`src/rtl/sa_ctrl_pkg.sv`:
```
// sa_ctrl_pkg: shared types and memory-map helpers for the systolic-array
// control sequencer.
package sa_ctrl_pkg;

    typedef enum logic [2:0] {
        ST_IDLE   = 3'd0,
        ST_LOAD_W = 3'd1,
        ST_LOAD_I = 3'd2,
        ST_WAIT_V = 3'd3,
        ST_STORE  = 3'd4,
        ST_DONE   = 3'd5
    } sa_state_e;

    // Region offsets inside one tile, in units of phase length (N*N words).
    localparam int REGION_W    = 0;
    localparam int REGION_I    = 1;
    localparam int REGION_O    = 2;
    localparam int TILE_STRIDE = 3;

    function automatic int phase_len(input int n);
        return n * n;
    endfunction

endpackage

```
`src/rtl/sa_ctrl_fsm_if.sv`:
```
// sa_ctrl_fsm_if: memory / array datapath side of the sequencer.
// master = sequencer, slave = memory and systolic array.
interface sa_ctrl_fsm_if #(
    parameter int ADDR_W = 10
);
    logic              load_weights;
    logic              load_inputs;
    logic              store_outputs;
    logic              ren;
    logic              wen;
    logic [ADDR_W-1:0] address_o;
    logic              valid_out;

    modport master (
        output load_weights,
        output load_inputs,
        output store_outputs,
        output ren,
        output wen,
        output address_o,
        input  valid_out
    );

    modport slave (
        input  load_weights,
        input  load_inputs,
        input  store_outputs,
        input  ren,
        input  wen,
        input  address_o,
        output valid_out
    );
endinterface

```
`src/rtl/sa_ctrl_addr_gen.sv`:
```
// sa_ctrl_addr_gen: element counter, per-tile base accumulator and the
// registered memory address. The address register is loaded from the
// *next* state and counter values so it lines up with the registered
// control outputs of the sequencer; outside the streaming phases it holds.
module sa_ctrl_addr_gen
    import sa_ctrl_pkg::*;
#(
    parameter int N      = 4,
    parameter int ADDR_W = 10
) (
    input  logic              clk,
    input  logic              reset_n,
    input  sa_state_e         state_d,
    input  logic              job_clr,
    input  logic              tile_adv,
    input  logic              elem_clr,
    input  logic              elem_adv,
    output logic              elem_last,
    output logic [ADDR_W-1:0] address
);
    localparam int PH     = phase_len(N);
    localparam int ELEM_W = (PH > 1) ? $clog2(PH) : 1;

    localparam logic [ADDR_W-1:0] OFF_W    = ADDR_W'(REGION_W * PH);
    localparam logic [ADDR_W-1:0] OFF_I    = ADDR_W'(REGION_I * PH);
    localparam logic [ADDR_W-1:0] OFF_O    = ADDR_W'(REGION_O * PH);
    localparam logic [ADDR_W-1:0] STRIDE   = ADDR_W'(TILE_STRIDE * PH);
    localparam logic [ELEM_W-1:0] ELEM_MAX = ELEM_W'(PH - 1);

    logic [ELEM_W-1:0] elem_q, elem_d;
    logic [ADDR_W-1:0] base_q, base_d, addr_d;

    assign elem_last = (elem_q == ELEM_MAX);

    // Counter update: job clear, tile advance, phase clear or element step
    always_comb begin
        elem_d = elem_q;
        base_d = base_q;
        if (job_clr) begin
            elem_d = '0;
            base_d = '0;
        end else if (tile_adv) begin
            elem_d = '0;
            base_d = base_q + STRIDE;
        end else if (elem_clr) begin
            elem_d = '0;
        end else if (elem_adv) begin
            elem_d = elem_q + ELEM_W'(1);
        end
    end

    // Address mux from the upcoming state; modulo 2^ADDR_W wrap is intended
    always_comb begin
        addr_d = address;
        case (state_d)
            ST_LOAD_W: addr_d = base_d + OFF_W + ADDR_W'(elem_d);
            ST_LOAD_I: addr_d = base_d + OFF_I + ADDR_W'(elem_d);
            ST_STORE:  addr_d = base_d + OFF_O + ADDR_W'(elem_d);
            default:   addr_d = address;
        endcase
    end

    // Counter and address registers
    always_ff @(posedge clk or negedge reset_n) begin
        if (!reset_n) begin
            elem_q  <= '0;
            base_q  <= '0;
            address <= '0;
        end else begin
            elem_q  <= elem_d;
            base_q  <= base_d;
            address <= addr_d;
        end
    end

endmodule

```
`src/rtl/sa_ctrl_fsm.sv`:
```
// sa_ctrl_fsm: multi-tile control sequencer for the N x N systolic array.
// Per tile: N*N weight reads (skipped for tiles >= 1 when reusing weights),
// N*N input reads, wait for valid_out, N*N output writes.
// Optional WAIT_V watchdog: define SA_CTRL_TIMEOUT_EN.
//
// state   | meaning
// --------+-------------------------------------------------------
// IDLE    | waiting for start; captures num_tiles / reuse_weights
// LOAD_W  | streaming weight reads for the current tile
// LOAD_I  | streaming input reads for the current tile
// WAIT_V  | waiting for the array's valid_out (watchdog if enabled)
// STORE   | streaming output writes for the current tile
// DONE    | one-cycle job-complete pulse
module sa_ctrl_fsm
    import sa_ctrl_pkg::*;
#(
    parameter int N       = 4,
    parameter int ADDR_W  = 10,
    parameter int TILE_W  = 8,
    parameter int TIMEOUT = 255
) (
    input  logic              clk,
    input  logic              reset_n,
    input  logic              start,
    input  logic [TILE_W-1:0] num_tiles,
    input  logic              reuse_weights,
    sa_ctrl_fsm_if.master     mem,
    output logic              busy,
    output logic              done,
    output logic              error
);

    if (TIMEOUT < 1) begin : g_bad_timeout
        $error("sa_ctrl_fsm: TIMEOUT must be at least 1");
    end

    sa_state_e         state_q, state_d;
    logic [TILE_W-1:0] tiles_q, tile_q;
    logic              reuse_q;
    logic              job_clr, tile_adv, elem_clr, elem_adv;
    logic              elem_last, last_tile, wdog_expired;
    logic              ld_w_q, ld_i_q, st_o_q, ren_q, wen_q, busy_q, done_q;
    logic [ADDR_W-1:0] addr_q;

    assign last_tile = (tile_q == (tiles_q - TILE_W'(1)));

    // Next-state and counter-strobe decode
    always_comb begin
        state_d  = state_q;
        job_clr  = 1'b0;
        tile_adv = 1'b0;
        elem_clr = 1'b0;
        elem_adv = 1'b0;
        unique case (state_q)
            ST_IDLE: begin
                if (start) begin
                    job_clr = 1'b1;
                    state_d = (num_tiles == '0) ? ST_DONE : ST_LOAD_W;
                end
            end
            ST_LOAD_W: begin
                if (elem_last) begin
                    elem_clr = 1'b1;
                    state_d  = ST_LOAD_I;
                end else begin
                    elem_adv = 1'b1;
                end
            end
            ST_LOAD_I: begin
                if (elem_last) state_d  = ST_WAIT_V;
                else           elem_adv = 1'b1;
            end
            ST_WAIT_V: begin
                if (mem.valid_out) begin
                    elem_clr = 1'b1;
                    state_d  = ST_STORE;
                end else if (wdog_expired) begin
                    state_d = ST_DONE;
                end
            end
            ST_STORE: begin
                if (elem_last) begin
                    if (last_tile) begin
                        state_d = ST_DONE;
                    end else begin
                        tile_adv = 1'b1;
                        state_d  = reuse_q ? ST_LOAD_I : ST_LOAD_W;
                    end
                end else begin
                    elem_adv = 1'b1;
                end
            end
            ST_DONE: state_d = ST_IDLE;
            default: state_d = ST_IDLE;
        endcase
    end

    // State register
    always_ff @(posedge clk or negedge reset_n) begin
        if (!reset_n) state_q <= ST_IDLE;
        else          state_q <= state_d;
    end

    // Job configuration captured on accepted start, and the tile index
    always_ff @(posedge clk or negedge reset_n) begin
        if (!reset_n) begin
            tiles_q <= '0;
            reuse_q <= 1'b0;
            tile_q  <= '0;
        end else if (job_clr) begin
            tiles_q <= num_tiles;
            reuse_q <= reuse_weights;
            tile_q  <= '0;
        end else if (tile_adv) begin
            tile_q <= tile_q + TILE_W'(1);
        end
    end

    // Registered control outputs, decoded from the state being entered
    always_ff @(posedge clk or negedge reset_n) begin
        if (!reset_n) begin
            ld_w_q <= 1'b0;
            ld_i_q <= 1'b0;
            st_o_q <= 1'b0;
            ren_q  <= 1'b0;
            wen_q  <= 1'b0;
            busy_q <= 1'b0;
            done_q <= 1'b0;
        end else begin
            ld_w_q <= (state_d == ST_LOAD_W);
            ld_i_q <= (state_d == ST_LOAD_I);
            st_o_q <= (state_d == ST_STORE);
            ren_q  <= (state_d == ST_LOAD_W) || (state_d == ST_LOAD_I);
            wen_q  <= (state_d == ST_STORE);
            busy_q <= (state_d != ST_IDLE);
            done_q <= (state_d == ST_DONE);
        end
    end

    sa_ctrl_addr_gen #(
        .N      (N),
        .ADDR_W (ADDR_W)
    ) u_addr_gen (
        .clk       (clk),
        .reset_n   (reset_n),
        .state_d   (state_d),
        .job_clr   (job_clr),
        .tile_adv  (tile_adv),
        .elem_clr  (elem_clr),
        .elem_adv  (elem_adv),
        .elem_last (elem_last),
        .address   (addr_q)
    );

`ifdef SA_CTRL_TIMEOUT_EN
    localparam int              WD_W    = (TIMEOUT > 1) ? $clog2(TIMEOUT) : 1;
    localparam logic [WD_W-1:0] WD_LOAD = WD_W'(TIMEOUT - 1);

    logic [WD_W-1:0] wdog_q;
    logic            error_q;

    assign wdog_expired = (wdog_q == '0);

    // Watchdog down-counter: reloaded on WAIT_V entry, counts down while waiting
    always_ff @(posedge clk or negedge reset_n) begin
        if (!reset_n)
            wdog_q <= '0;
        else if ((state_d == ST_WAIT_V) && (state_q != ST_WAIT_V))
            wdog_q <= WD_LOAD;
        else if ((state_q == ST_WAIT_V) && !wdog_expired)
            wdog_q <= wdog_q - WD_W'(1);
    end

    // Sticky error: set when the watchdog abandons the job, cleared by next start
    always_ff @(posedge clk or negedge reset_n) begin
        if (!reset_n)
            error_q <= 1'b0;
        else if (job_clr)
            error_q <= 1'b0;
        else if ((state_q == ST_WAIT_V) && !mem.valid_out && wdog_expired)
            error_q <= 1'b1;
    end

    assign error = error_q;
`else
    assign wdog_expired = 1'b0;
    assign error        = 1'b0;
`endif

    assign mem.load_weights  = ld_w_q;
    assign mem.load_inputs   = ld_i_q;
    assign mem.store_outputs = st_o_q;
    assign mem.ren           = ren_q;
    assign mem.wen           = wen_q;
    assign mem.address_o     = addr_q;
    assign busy              = busy_q;
    assign done              = done_q;

endmodule

```
`src/flat_wrapper.sv`:
```
// flat-port wrapper written by rule: the top's interface ports become plain ports
module sa_ctrl_fsm_flat import sa_ctrl_pkg::*;
#(
    parameter int N       = 4,
    parameter int ADDR_W  = 10,
    parameter int TILE_W  = 8,
    parameter int TIMEOUT = 255
)
  (clk, reset_n, start, num_tiles, reuse_weights, busy, done, error, mem_load_weights, mem_load_inputs, mem_store_outputs, mem_ren, mem_wen, mem_address_o, mem_valid_out);
  sa_ctrl_fsm_if #(.ADDR_W(ADDR_W)) mem_i ();
  input  logic clk;
  input  logic reset_n;
  input  logic start;
  input  logic [TILE_W-1:0] num_tiles;
  input  logic reuse_weights;
  output logic busy;
  output logic done;
  output logic error;
  output wire logic [$bits(mem_i.load_weights)-1:0] mem_load_weights;
  output wire logic [$bits(mem_i.load_inputs)-1:0] mem_load_inputs;
  output wire logic [$bits(mem_i.store_outputs)-1:0] mem_store_outputs;
  output wire logic [$bits(mem_i.ren)-1:0] mem_ren;
  output wire logic [$bits(mem_i.wen)-1:0] mem_wen;
  output wire logic [$bits(mem_i.address_o)-1:0] mem_address_o;
  input wire logic [$bits(mem_i.valid_out)-1:0] mem_valid_out;
  assign mem_load_weights = mem_i.load_weights;
  assign mem_load_inputs = mem_i.load_inputs;
  assign mem_store_outputs = mem_i.store_outputs;
  assign mem_ren = mem_i.ren;
  assign mem_wen = mem_i.wen;
  assign mem_address_o = mem_i.address_o;
  assign mem_i.valid_out = mem_valid_out;
  sa_ctrl_fsm #(.N(N), .ADDR_W(ADDR_W), .TILE_W(TILE_W), .TIMEOUT(TIMEOUT)) u_core (.clk(clk), .reset_n(reset_n), .start(start), .num_tiles(num_tiles), .reuse_weights(reuse_weights), .mem(mem_i), .busy(busy), .done(done), .error(error));
endmodule
```
`config.mk`:
```
export PLATFORM = sky130hd
export DESIGN_NAME = sa_ctrl_fsm_flat
export DESIGN_NICKNAME = d
export VERILOG_FILES = /design/src/rtl/sa_ctrl_pkg.sv /design/src/rtl/sa_ctrl_fsm_if.sv /design/src/rtl/sa_ctrl_addr_gen.sv /design/src/rtl/sa_ctrl_fsm.sv /design/src/flat_wrapper.sv
export SDC_FILE = /design/constraint.sdc
export NUM_CORES = 1
export LEC_CHECK = 0
export BUFFER_PORTS_ARGS = -buffer_cell sky130_fd_sc_hd__clkbuf_2
export CORE_ASPECT_RATIO = 0.7
export CORE_MARGIN = 3
export CORE_UTILIZATION = 23
export CTS_CLUSTER_SIZE = 20
export DETAILED_ROUTE_END_ITERATION = 7
export PLACE_DENSITY = 0.35
export SLEW_MARGIN = 30
export SYNTH_ARGS = -nofsm -noshare
export SYNTH_HDL_FRONTEND = slang
export SYNTH_SLANG_ARGS = --single-unit
```
`constraint.sdc`:
```
create_clock -name clk -period 5.18 [get_ports clk]
set_input_delay 0.777 -clock clk [delete_from_list [all_inputs] [get_ports clk]]
set_output_delay 0.777 -clock clk [all_outputs]
set_load 0.1 [all_outputs]
```
==> out/qor.yml <==
kind_of_launch_point_of_the_worst_setup_path: "register"
synth_edf_count: 0
critical-path-top-delay-family: "compound AO/OA/AOI/OAI gates"
worstPathMaxFanout: 7
postSynthCellCount: 348
postSynthAreaPerCell_sq_um: 9.06
totalNegativeSetupSlack_ps: 0
switching_share_pct: 50.1
via_count_of_the_first_global_routing_pass: 2604
crit_type: "register to register"
clk_transition_reported_paths_ps: 80
route.vias.total: 2569
globalRouteOverflowTotal: 0
mappedNetlistNets: 370
avgViaCountPerCell: 4.55
htree_levels: 2
yosysWarningCount: 0
hold_violations: 0
relSlewSlack_pct: 51.8
grt_antenna_before_repair: 0
io_pins: 31
clock_skew_ps: 12.1
synth_top_cells_by_area: "dfrtp_1, nand2_1, nor2_1"
synthArstFlopShare_pct: 100
final_nets: 400
post-route-period-util_pct: 90.5
detail_route.drc_violations: 0
number_of_pins_with_negative_max_slew_slack_in_the_final_report: 0
drt_first_pass_iters: 4
detail_route.iter0.violations: 151
power_frac_comb_pct: 51.8
core.rowCount: 35
post_drt_wl_per_cell_um: 15.3
ys_seq_elements: 50
layout-drive-gt1-share_pct: 18.7
initial_cell_density_of_the_core_pct: 23.8
cp_data_required_time_ps: 5370
hold_start: "u_core.u_addr_gen.address[2]"
cts_tree: "done"
clockRootBuffer: "clkbuf_16"
crit_path_top_delay_cell: "dfrtp_1"
startpoint_of_the_worst_slack_reg_to_reg_timing_path: "u_core.tiles_q[2]"
seqPwrFrac_pct: 31.0
worst_skew_pair.late_latency_ps: 300
gp_congestion: 0.775
min_path_type: "register to register"
worst_r2r_path_depth: 18
achievable-frequency_mhz: 213
synth_area_leader_cell: "dfrtp_1"
synth.cell_area_sq_um: 3150
whs_path_depth: 2
grt_setup_unrepaired: "false"
run_status: "completed"
dp_hpwl_mm: 6.40
grt_pass1_wl_mm: 14.6
cts-hold-fix-buffers: 0
clkSinkCount: 50
worst-slew-pin-transition_ps: 720
antenna_cells: 0
post_cts_setup_inserts: 0
routed_wl_mm: 8.66
area_growth_syn_to_layout_pct: 16.4
critPathArrivalTime_ps: 4880
cpPeakStageDelay_ps: 450
p_leak_nw: 1.64
drt.antenna.violating_nets: 0
dieArea_sq_um: 15200
numCtsBuffers: 5
power_report.internal_total_mw: 1.02
synth.yosys.seq_area_share_pct: 39.7
chipHeight_um: 104
yosys_cell_types: 72
number_of_i_o_port_buffers: 29
die_width_um: 146
min_period_ps: 4690
critical_path_cell_count: 18
critPathCaptureType: "register"
finalHoldWorstSlack_ps: 486
yosys.area.top_type_share_pct: 39.7
max_cap_viol_count: 0
timing.critical_path.cells: "or3_1, or4_4, a2111oi_4, and2_4, o2bb2ai_4, o21bai_1, nor2_1, ha_1, a21o_1, a21oi_1, o21ba_2, nor2_1, nand2_1, mux2_2, a21oi_1, o31a_1, xor2_1, mux2_2"
vdd.ir_drop.worst_v: 0.000367
grt_max_degree: 51
synth_flop_cell: "dfrtp_1"
switching_power_mw: 1.02
cts.repair.resized: 0
max-clock-path-buffers: 2
worstSetupStartpoint: "u_core.tiles_q[2]"
cp_num_buf_inv: 0
report.final.setup_viol: 0
clockPowerShare_pct: 17.2
floorplan.core_area_sq_um: 13300
grt.total_usage_pct: 12.0
cellPowerDensity_nw_per_um2: 556
-- worst min-delay path: cells and delay by family (launching register included) --
family,cells,cell delay [ps]
compound gates,1,60
flops,1,350
simple gates,1,50
-- registers in the layout, indices dropped and copies added, names as in the netlist --
| register | flops |
|---|---|
| u_core.u_addr_gen.address | 10 |
| u_core.reuse_q | 1 |
| u_core.tiles_q | 8 |
| u_core.done | 1 |
| u_core.u_addr_gen.base_q | 10 |
| u_core.state_q | 3 |
| u_core.mem.ren | 1 |
| u_core.busy | 1 |
| u_core.mem.wen | 1 |
| u_core.u_addr_gen.elem_q | 4 |
| u_core.tile_q | 8 |
| u_core.mem.load_weights | 1 |
| u_core.mem.load_inputs | 1 |
-- kinds of logic (layout without fill, tap and decap cells) --
family                     Yosys count  count (layout)  synth area share [%]
DFF                                 50              50                  39.7
buffers and inverters               26              57                  3.53
other                                1               1                 0.119
and+or+nand+nor                    146             146                  22.5
muxes                               11              11                  3.85
AOI/OAI and AO/OA                   79              79                  19.0
xor gates and xnor gates            26              26                  7.46
adders and majority gates            9               9                  3.81
-- cells in the final DEF, fill, tap and decap left out, drive strengths merged, types with 3 or more instances in the layout --
| cell type | instances |
|---|---|
| nand2b | 5 |
| dfrtp | 50 |
| nor2b | 3 |
| o21bai | 3 |
| xnor2 | 16 |
| o31ai | 3 |
| buf | 5 |
| o221ai | 3 |
| and2 | 6 |
| o21a | 3 |
| mux2 | 6 |
| mux2i | 5 |
| nor3 | 8 |
| nor4 | 3 |
| clkbuf | 35 |
| ha | 8 |
| nor2 | 39 |
| xor2 | 10 |
| or2 | 5 |
| and3 | 3 |
| a211oi | 5 |
| a21oi | 14 |
| nand3 | 8 |
| nand4 | 4 |
| inv | 15 |
| nand2 | 53 |
| o21ai | 18 |
| a21o | 3 |
| a31oi | 4 |
-- worst paths after layout --
path	end	slack, ps
worst max-delay path	u_core.u_addr_gen.address[9]	490
worst min-delay path	u_core.u_addr_gen.address[2]	490
worst max register to register	u_core.u_addr_gen.address[9]	490
worst min register to register	u_core.u_addr_gen.address[2]	490
max in group asynchronous	u_core.state_q[1]	4090
min in group asynchronous	u_core.tiles_q[1]	610
-- synth_stat cells, drive strengths merged, types with 6 or more instances --
library cell   n
buf            6
xnor2         16
nand3          8
ha             8
o21ai         18
and2           6
nor3           8
inv           15
mux2           6
nand2         53
nor2          39
xor2          10
a21oi         14
dfrtp         50
-- power groups by stage --
stage / logic (mW) / clock network [mW] / registers [mW]
3_5_place_dp: 1.07 / 0 / 0.637
4_1_cts: 1.07 / 0.368 / 0.633
5_1_grt: 1.17 / 0.382 / 0.651
2_1_floorplan: 0.624 / 0 / 0.834
6_report: 1.06 / 0.352 / 0.632
3_3_place_gp: 1.07 / 0 / 0.637
-- cell type report --
class / instances / area (sq um)
tap: 185 / 231
timing repair buffer: 34 / 183
sequential: 50 / 1250
multi-input combinational: 272 / 1800
clock buffer: 6 / 139
inverter: 15 / 56.3
fill: 1431 / 9600
clock inverter: 2 / 12.5
-- layer usage --
layer  wire (um)  GRT usage [%]  vias to the layer above  share of wire [%]
met3         279           2.22                        4                3.2
li1            -              -                     1288                  -
met2        3290           15.6                       40                 38
met5           0              0                        -                  0
met1        5050           20.0                     1237                 58
met4          37           2.03                        0               0.43
-- per-stage QoR --
stage	area [sq um]	total power, mW	std cells	utilization, %	worst slack (ps)
after floorplan	3150	1.46	348	-	599
after global placement	3520	1.71	556	26.5	657
after detailed placement	3520	1.70	556	26.5	520
after CTS	3670	2.07	564	27.7	507
after global routing	3670	2.21	564	27.7	183
final	3670	2.04	564	27.7	492
Power figures use the tool's default switching activity.
